## src/rtl/mem_lsu_if.sv

```systemverilog
// EX/MEM operand bundle, data SRAM port and MEM/WB writeback bundle of the MEM-stage load/store unit.
// The slave modport is the load/store unit; the master modport is the surrounding pipeline and SRAM.
interface mem_lsu_if;
  logic [31:0] mem_data;
  logic [4:0]  mem_wd;
  logic        mem_wreg;
  logic [3:0]  mem_lsop;
  logic [31:0] mem_memaddr;
  logic [31:0] mem_reg2;
  logic [31:0] mem_pc;
  logic        memDelay_i;

  logic        data_sram_en;
  logic [3:0]  data_sram_wen;
  logic [31:0] data_sram_addr;
  logic [31:0] data_sram_wdata;
  logic [31:0] data_sram_rdata;

  logic [31:0] wb_wdata;
  logic [4:0]  wb_wd;
  logic        wb_wreg;
  logic [31:0] wb_pc;
  logic        wbDelay_o;
  logic        exc_adel;
  logic        exc_ades;
  logic [31:0] exc_badvaddr;

  modport slave (
    input  mem_data, mem_wd, mem_wreg, mem_lsop, mem_memaddr, mem_reg2, mem_pc, memDelay_i,
    input  data_sram_rdata,
    output data_sram_en, data_sram_wen, data_sram_addr, data_sram_wdata,
    output wb_wdata, wb_wd, wb_wreg, wb_pc, wbDelay_o, exc_adel, exc_ades, exc_badvaddr
  );

  modport master (
    output mem_data, mem_wd, mem_wreg, mem_lsop, mem_memaddr, mem_reg2, mem_pc, memDelay_i,
    output data_sram_rdata,
    input  data_sram_en, data_sram_wen, data_sram_addr, data_sram_wdata,
    input  wb_wdata, wb_wd, wb_wreg, wb_pc, wbDelay_o, exc_adel, exc_ades, exc_badvaddr
  );
endinterface

```

## src/rtl/mem_lsu.sv

```systemverilog
// MEM-stage load/store unit and MEM/WB register: drives the data SRAM, stalls one cycle per load.
// Optional feature: define MEM_ADDR_EXC_EN to raise address-error exceptions on misaligned halfword/word accesses.
module mem_lsu (
  input  logic       clk,
  input  logic       rst,
  input  logic [5:0] stall,
  output logic       stallreq_mem,
  mem_lsu_if.slave   bus
);

  typedef enum logic [1:0] {IDLE, WAIT, HOLD} state_e;

  typedef struct packed {
    logic [31:0] wdata;
    logic [4:0]  wd;
    logic        wreg;
    logic [31:0] pc;
    logic        delay;
    logic        adel;
    logic        ades;
    logic [31:0] badvaddr;
  } wb_t;

  localparam logic [3:0] OP_LB  = 4'd1;
  localparam logic [3:0] OP_LBU = 4'd2;
  localparam logic [3:0] OP_LH  = 4'd3;
  localparam logic [3:0] OP_LHU = 4'd4;
  localparam logic [3:0] OP_LW  = 4'd5;
  localparam logic [3:0] OP_SB  = 4'd6;
  localparam logic [3:0] OP_SH  = 4'd7;
  localparam logic [3:0] OP_SW  = 4'd8;

  state_e      state_q, state_d;
  wb_t         wb_q, wb_d, pass_wb, load_wb;
  logic [31:0] load_buf_q, load_buf_d;
  logic        is_load, is_store, misaligned, load_req, store_req;
  logic        sram_en;
  logic [3:0]  sram_wen;
  logic [31:0] sram_wdata;
  logic [7:0]  rd_byte;
  logic [15:0] rd_half;
  logic [31:0] aligned_rdata;
  logic        unused_stall;

  assign unused_stall = ^stall[3:0];

  // Op decode; a misaligned access is neither a load nor a store as far as the SRAM is concerned.
  always_comb begin
    is_load  = bus.mem_lsop inside {[OP_LB:OP_LW]};
    is_store = bus.mem_lsop inside {[OP_SB:OP_SW]};
`ifdef MEM_ADDR_EXC_EN
    misaligned = ((bus.mem_lsop == OP_LH || bus.mem_lsop == OP_LHU || bus.mem_lsop == OP_SH)
                  && bus.mem_memaddr[0])
              || ((bus.mem_lsop == OP_LW || bus.mem_lsop == OP_SW)
                  && (bus.mem_memaddr[1:0] != 2'b00));
`else
    misaligned = 1'b0;
`endif
    load_req  = is_load  & ~misaligned;
    store_req = is_store & ~misaligned;
  end

  // NOTE: sequential state uses non-blocking assignments so every flop samples pre-edge values.
  always_ff @(posedge clk) begin
    if (rst) state_q <= IDLE;
    else     state_q <= state_d;
  end

  always_comb begin
    state_d = state_q;
    unique case (state_q)
      IDLE:    if (load_req) state_d = WAIT;
      WAIT:    state_d = stall[4] ? HOLD : IDLE;
      HOLD:    if (!stall[4]) state_d = IDLE;
      default: state_d = IDLE;
    endcase
  end

  always_comb begin
    sram_en      = 1'b0;
    stallreq_mem = 1'b0;
    if (state_q == IDLE) begin
      if (load_req) begin
        sram_en      = 1'b1;
        stallreq_mem = 1'b1;
      end else if (store_req && !stall[4]) begin
        sram_en = 1'b1;
      end
    end
  end

  always_comb begin
    sram_wen   = 4'b0000;
    sram_wdata = bus.mem_reg2;
    case (bus.mem_lsop)
      OP_SB: begin
        sram_wen   = 4'b0001 << bus.mem_memaddr[1:0];
        sram_wdata = {4{bus.mem_reg2[7:0]}};
      end
      OP_SH: begin
        sram_wen   = bus.mem_memaddr[1] ? 4'b1100 : 4'b0011;
        sram_wdata = {2{bus.mem_reg2[15:0]}};
      end
      OP_SW:   sram_wen = 4'b1111;
      default: ;
    endcase
    if (!(sram_en && store_req)) sram_wen = 4'b0000;
  end

  assign bus.data_sram_en    = sram_en;
  assign bus.data_sram_wen   = sram_wen;
  assign bus.data_sram_addr  = {bus.mem_memaddr[31:2], 2'b00};
  assign bus.data_sram_wdata = sram_wdata;

  // Lane extraction of returned read data; mem_* stays stable while the load is outstanding.
  always_comb begin
    rd_byte = bus.data_sram_rdata[{bus.mem_memaddr[1:0], 3'b000} +: 8];
    rd_half = bus.mem_memaddr[1] ? bus.data_sram_rdata[31:16] : bus.data_sram_rdata[15:0];
    case (bus.mem_lsop)
      OP_LB:   aligned_rdata = {{24{rd_byte[7]}}, rd_byte};
      OP_LBU:  aligned_rdata = {24'h0, rd_byte};
      OP_LH:   aligned_rdata = {{16{rd_half[15]}}, rd_half};
      OP_LHU:  aligned_rdata = {16'h0, rd_half};
      default: aligned_rdata = bus.data_sram_rdata;
    endcase
  end

  always_comb begin
    load_buf_d = (state_q == WAIT) ? aligned_rdata : load_buf_q;
  end

  always_comb begin
    pass_wb.wdata    = bus.mem_data;
    pass_wb.wd       = bus.mem_wd;
    pass_wb.wreg     = bus.mem_wreg & ~misaligned;
    pass_wb.pc       = bus.mem_pc;
    pass_wb.delay    = bus.memDelay_i;
    pass_wb.adel     = misaligned & is_load;
    pass_wb.ades     = misaligned & is_store;
    pass_wb.badvaddr = misaligned ? bus.mem_memaddr : 32'h0;

    load_wb          = pass_wb;
    load_wb.wdata    = (state_q == WAIT) ? aligned_rdata : load_buf_q;
    load_wb.wreg     = bus.mem_wreg;
    load_wb.adel     = 1'b0;
    load_wb.ades     = 1'b0;
    load_wb.badvaddr = 32'h0;
  end

  // A finishing load wins over the generic stall rule; a new load request always leaves a bubble.
  always_comb begin
    wb_d = wb_q;
    if ((state_q == WAIT || state_q == HOLD) && !stall[4]) wb_d = load_wb;
    else if (state_q == IDLE && !load_req && !stall[4])    wb_d = pass_wb;
    else if (!stall[5])                                    wb_d = '0;
  end

  always_ff @(posedge clk) begin
    if (rst) begin
      wb_q       <= '0;
      load_buf_q <= 32'h0;
    end else begin
      wb_q       <= wb_d;
      load_buf_q <= load_buf_d;
    end
  end

  assign bus.wb_wdata     = wb_q.wdata;
  assign bus.wb_wd        = wb_q.wd;
  assign bus.wb_wreg      = wb_q.wreg;
  assign bus.wb_pc        = wb_q.pc;
  assign bus.wbDelay_o    = wb_q.delay;
  assign bus.exc_adel     = wb_q.adel;
  assign bus.exc_ades     = wb_q.ades;
  assign bus.exc_badvaddr = wb_q.badvaddr;

endmodule

```

## src/flat_wrapper.sv

```systemverilog
// flat-port wrapper written by rule: the top's interface ports become plain ports
module mem_lsu_flat 
  (clk, rst, stall, stallreq_mem, bus_mem_data, bus_mem_wd, bus_mem_wreg, bus_mem_lsop, bus_mem_memaddr, bus_mem_reg2, bus_mem_pc, bus_memDelay_i, bus_data_sram_rdata, bus_data_sram_en, bus_data_sram_wen, bus_data_sram_addr, bus_data_sram_wdata, bus_wb_wdata, bus_wb_wd, bus_wb_wreg, bus_wb_pc, bus_wbDelay_o, bus_exc_adel, bus_exc_ades, bus_exc_badvaddr);
  mem_lsu_if bus_i ();
  input  logic clk;
  input  logic rst;
  input  logic [5:0] stall;
  output logic stallreq_mem;
  input wire logic [$bits(bus_i.mem_data)-1:0] bus_mem_data;
  input wire logic [$bits(bus_i.mem_wd)-1:0] bus_mem_wd;
  input wire logic [$bits(bus_i.mem_wreg)-1:0] bus_mem_wreg;
  input wire logic [$bits(bus_i.mem_lsop)-1:0] bus_mem_lsop;
  input wire logic [$bits(bus_i.mem_memaddr)-1:0] bus_mem_memaddr;
  input wire logic [$bits(bus_i.mem_reg2)-1:0] bus_mem_reg2;
  input wire logic [$bits(bus_i.mem_pc)-1:0] bus_mem_pc;
  input wire logic [$bits(bus_i.memDelay_i)-1:0] bus_memDelay_i;
  input wire logic [$bits(bus_i.data_sram_rdata)-1:0] bus_data_sram_rdata;
  output wire logic [$bits(bus_i.data_sram_en)-1:0] bus_data_sram_en;
  output wire logic [$bits(bus_i.data_sram_wen)-1:0] bus_data_sram_wen;
  output wire logic [$bits(bus_i.data_sram_addr)-1:0] bus_data_sram_addr;
  output wire logic [$bits(bus_i.data_sram_wdata)-1:0] bus_data_sram_wdata;
  output wire logic [$bits(bus_i.wb_wdata)-1:0] bus_wb_wdata;
  output wire logic [$bits(bus_i.wb_wd)-1:0] bus_wb_wd;
  output wire logic [$bits(bus_i.wb_wreg)-1:0] bus_wb_wreg;
  output wire logic [$bits(bus_i.wb_pc)-1:0] bus_wb_pc;
  output wire logic [$bits(bus_i.wbDelay_o)-1:0] bus_wbDelay_o;
  output wire logic [$bits(bus_i.exc_adel)-1:0] bus_exc_adel;
  output wire logic [$bits(bus_i.exc_ades)-1:0] bus_exc_ades;
  output wire logic [$bits(bus_i.exc_badvaddr)-1:0] bus_exc_badvaddr;
  assign bus_i.mem_data = bus_mem_data;
  assign bus_i.mem_wd = bus_mem_wd;
  assign bus_i.mem_wreg = bus_mem_wreg;
  assign bus_i.mem_lsop = bus_mem_lsop;
  assign bus_i.mem_memaddr = bus_mem_memaddr;
  assign bus_i.mem_reg2 = bus_mem_reg2;
  assign bus_i.mem_pc = bus_mem_pc;
  assign bus_i.memDelay_i = bus_memDelay_i;
  assign bus_i.data_sram_rdata = bus_data_sram_rdata;
  assign bus_data_sram_en = bus_i.data_sram_en;
  assign bus_data_sram_wen = bus_i.data_sram_wen;
  assign bus_data_sram_addr = bus_i.data_sram_addr;
  assign bus_data_sram_wdata = bus_i.data_sram_wdata;
  assign bus_wb_wdata = bus_i.wb_wdata;
  assign bus_wb_wd = bus_i.wb_wd;
  assign bus_wb_wreg = bus_i.wb_wreg;
  assign bus_wb_pc = bus_i.wb_pc;
  assign bus_wbDelay_o = bus_i.wbDelay_o;
  assign bus_exc_adel = bus_i.exc_adel;
  assign bus_exc_ades = bus_i.exc_ades;
  assign bus_exc_badvaddr = bus_i.exc_badvaddr;
  mem_lsu u_core (.clk(clk), .rst(rst), .stall(stall), .stallreq_mem(stallreq_mem), .bus(bus_i));
endmodule
```

## config.mk

```make
export PLATFORM = sky130hd
export DESIGN_NAME = mem_lsu_flat
export DESIGN_NICKNAME = d
export VERILOG_FILES = /design/src/rtl/mem_lsu_if.sv /design/src/rtl/mem_lsu.sv /design/src/flat_wrapper.sv
export SDC_FILE = /design/constraint.sdc
export NUM_CORES = 1
export LEC_CHECK = 0
export ABC_AREA = 1
export CORE_AREA = 3 3 138 140
export CTS_BUF_LIST = sky130_fd_sc_hd__clkbuf_2
export CTS_CLUSTER_SIZE = 14
export DETAILED_ROUTE_END_ITERATION = 7
export DIE_AREA = 0 0 141 143
export PLACE_DENSITY_LB_ADDON = 0.3
export SLEW_MARGIN = 40
export SYNTH_ARGS = -nofsm -noshare
export SYNTH_HDL_FRONTEND = slang
export SYNTH_SLANG_ARGS = --single-unit
```

## constraint.sdc

```tcl
create_clock -name clk -period 2 [get_ports clk]
set_input_delay 0.2 -clock clk [delete_from_list [all_inputs] [get_ports clk]]
set_output_delay 0.2 -clock clk [all_outputs]
set_load 0.1 [all_outputs]
```

==> results_dict.tcl <==
set metrics [dict create \
    cp.arrival_ns 1.84 \
    ys_seq_area_share_pct 33.2 \
    grt_use_total_pct 19.7 \
    final-seq-area_mm2 0.00210 \
    clock_path_buffers 2 \
    hpwl_um 16100 \
    fin_ws_ns -0.0447 \
    start_util_pct 35.3 \
    drtIter0Drc 400 \
    holdCritPathClass "input port to register" \
    violations "setup timing" \
    drcViolationCount 0 \
    cp_max_fo 4 \
    status "complete, but fails checks" \
    clock_tree.root_cell "clkbuf_2" \
    cts_htree_levels 3 \
    fmax_ghz 0.489 \
    cp_cell_sequence "inv_2 > ha_4 > inv_4 > nor2_4 > buf_6 > nand2_4 > inv_4 > o21ai_2 > inv_2 > buf_12" \
    fin_crit_ns 2.04 \
    ys_ff_latch 105 \
    worstSkewPairLatency_ns 0.58 \
    synth_area_per_cell_um2 6.29 \
    n_fill_cell 1754 \
    critPathCaptureType "output port" \
    worstMarginPinSlew_ns 0.787 \
    final_area_mm2 0.00950 \
    cts-buffers-inserted 9 \
    synth_cells 1007 \
    post_drt_wl_per_cell_um 14.7 \
    slew_viol_final 0 \
    multiInputGateArea_mm2 0.00339 \
    drive_above_1_share_pct 19.6 \
    area_growth_pct 49.9 \
    ys_types 26 \
    ant_nets 0 \
    routed-via-count 6894 \
    grt_max_degree 74 \
    grt_pass1_vias 6148 \
    top_layer_used "met4" \
    synth_top_cell_by_area "dfxtp_1" \
    syn_area_mm2 0.00634 \
    power_density_mw_per_mm2 831 \
    numPortBuffers 253 \
    dr.pass1.iters 6 \
    viasPerCell 4.73 \
    cpPeakStageDelay_ns 0.39 \
    wl_met2_um 10900 \
    core_area_mm2 0.0180 \
    clkSinkCount 105 \
    dieArea_mm2 0.0202 \
    pin_count 354 \
    cts_tree "built" \
    clk_pin_slew_ns 0.28 \
    grt_setup_unrepaired "yes" \
    rows 49 \
    hold_ws_ns 0.110 \
    max_slew_margin_pct 47.5 \
    die_w_um 141 \
    overflow 0 \
    met1_length_um 8800 \
    grt_pass1_wl_um 32100 \
    drv_cap 0 \
    wl_met3_um 1170 \
    cp_data_required_time_ns 1.80 \
    irDropWorstVdd_mv 0.483 \
    finalHoldViolCount 0 \
    wl_um 21400 \
    place_area_mm2 0.00918 \
    setup-violations-final 5 \
    cp-start-kind "register" \
    critPathKind "register to output port" \
    gp_congestion 0.888 \
    nets 1405 \
    synth.area.top_cells "dfxtp_1, nand2_1, buf_4, nand3_1, a21oi_1" \
    cpMaxStageDelayCell "dfxtp_2" \
    die_h_um 143 \
    finalCritPeriodShare_pct 102 \
    skew_ns 0.0314 \
    synth.yosys.warnings 0 \
    synth.top_cell.area_share_pct 33.2 \
    p_leak_nw 4.47 \
    antenna_found_initial 1 \
]
logic make-up after synthesis:
logic type	synth area share, %
other	0.0592
AO/OA/AOI/OAI	11.8
flip-flops	33.2
buffers and inverters	17.5
AND/OR/NAND/NOR	36.9
adder cells (fa/ha/maj)	0.592
cells in the mapped netlist:
library cell  number
nand2_1          336
nand3_1          107
dfxtp_1          105
a21oi_1           87
buf_4             81
inv_1             66
nor2_1            55
o21ai_0           49
clkbuf_1          28
buf_2             23
nand4_1           20
or2_2             20
o211ai_1           7
nor3_1             4
clkbuf_2           3
ha_1               3
clkinv_1           2
nand2_2            2
nor2_2             2
buf_1              1
conb_1             1
inv_2              1
nand2_8            1
nor2_4             1
nor3_2             1
o21a_4             1
layout make-up:
type                       count  share of cell area (%)
sequential                   105                    22.2
clock buffer                   9                   0.474
multi-input combinational    732                    35.7
tap                          229                    3.02
antenna                        1                  0.0263
timing repair buffer         306                    34.7
clock inverter                 6                   0.883
inverter                      69                    3.02
report_power, final:
| group | switching (mW) | total, mW | leakage, nW | internal [mW] |
|---|---|---|---|---|
| clock | 0.690 | 1.09 | 0.0714 | 0.398 |
| sequential | 0.107 | 2.47 | 0.863 | 2.37 |
| combinational | 3.06 | 4.33 | 3.54 | 1.27 |
| total | 3.85 | 7.89 | 4.47 | 4.04 |
placed cells by master (no fill, tap or decap), types with 2 or more instances in the layout:
cell type          n
nor2_4             4
buf_12            46
nor2_1            52
ha_1               2
nor3_1             4
o211ai_1           7
o21ai_2           10
dfxtp_1          103
nand2_8            2
buf_4            110
conb_1            36
o21ai_0           37
a21oi_1           87
nand3_1          106
nand2_2            4
clkinv_2           2
clkbuf_16          3
nand4_1           20
inv_4              2
clkdlybuf4s50_1  140
clkinvlp_4         2
o21ai_4            2
bufinv_16          2
inv_2              7
nor2_2             2
dfxtp_2            2
dlymetal6s2s_1     3
inv_1             57
clkbuf_2           9
buf_6              3
nand2_1          332
or2_2             20
timing repair:
item	4_1_cts	5_1_grt
gates resized for setup	23	17
hold buffers	0	0
pin swaps	4	5
gates cloned	0	1
setup endpoints to repair	8	17
setup buffers	5	3
metrics by stage:
step / instances / TNS (ns) / worst slack (ns) / util [%] / power [mW]
final: 1457 / -0.186 / -0.0447 / 52.9 / 7.89
after global routing: 1457 / -0.893 / -0.183 / 52.9 / 8.31
after CTS: 1452 / -0.664 / -0.156 / 52.3 / 7.93
after detailed placement: 1432 / -0.0213 / -0.0157 / 51.1 / 6.77
after global placement: 1432 / 0 / 0.0119 / 51.1 / 6.75
after floorplan: 1042 / -1.37 / -0.196 / - / 5.91
flip-flops by register name (all words and copies together), names as in the netlist:
signal,flops
u_core.bus.wb_wd,5
u_core.bus.wb_wdata,32
u_core.state_q,2
u_core.bus.wb_wreg,1
u_core.load_buf_q,32
u_core.bus.wb_pc,32
u_core.bus.wbDelay_o,1
path summary, 6_finish.rpt:
| kind | slack (ns) | from | to | cells past startpoint |
|---|---|---|---|---|
| worst max-delay path | -0.04 | u_core.state_q[0] | bus_data_sram_wen[2] | 10 |
| worst min-delay path | 0.11 | rst | u_core.bus.wb_wdata[7] | 5 |
| worst max register to register | 0.18 | u_core.state_q[1] | u_core.bus.wb_wdata[5] | 9 |
| worst min register to register | 0.49 | u_core.load_buf_q[11] | u_core.load_buf_q[11] | 2 |
per-layer routing:
layer,track usage [%],up-vias
li1,-,3539
met1,24.5,3072
met2,34.2,239
met3,3.95,44
met4,6.32,0
met5,0,-
critical path: cells and delay by family, from the launching register on:
family	cells	cell delay [ns]
DFF	1	0.39
adders and majority gates	1	0.15
and+or+nand+nor	2	0.13
buffers and inverters	6	0.56
AOI/OAI and AO/OA	1	0.06
Note: power is estimated with default switching activity, not from simulation.
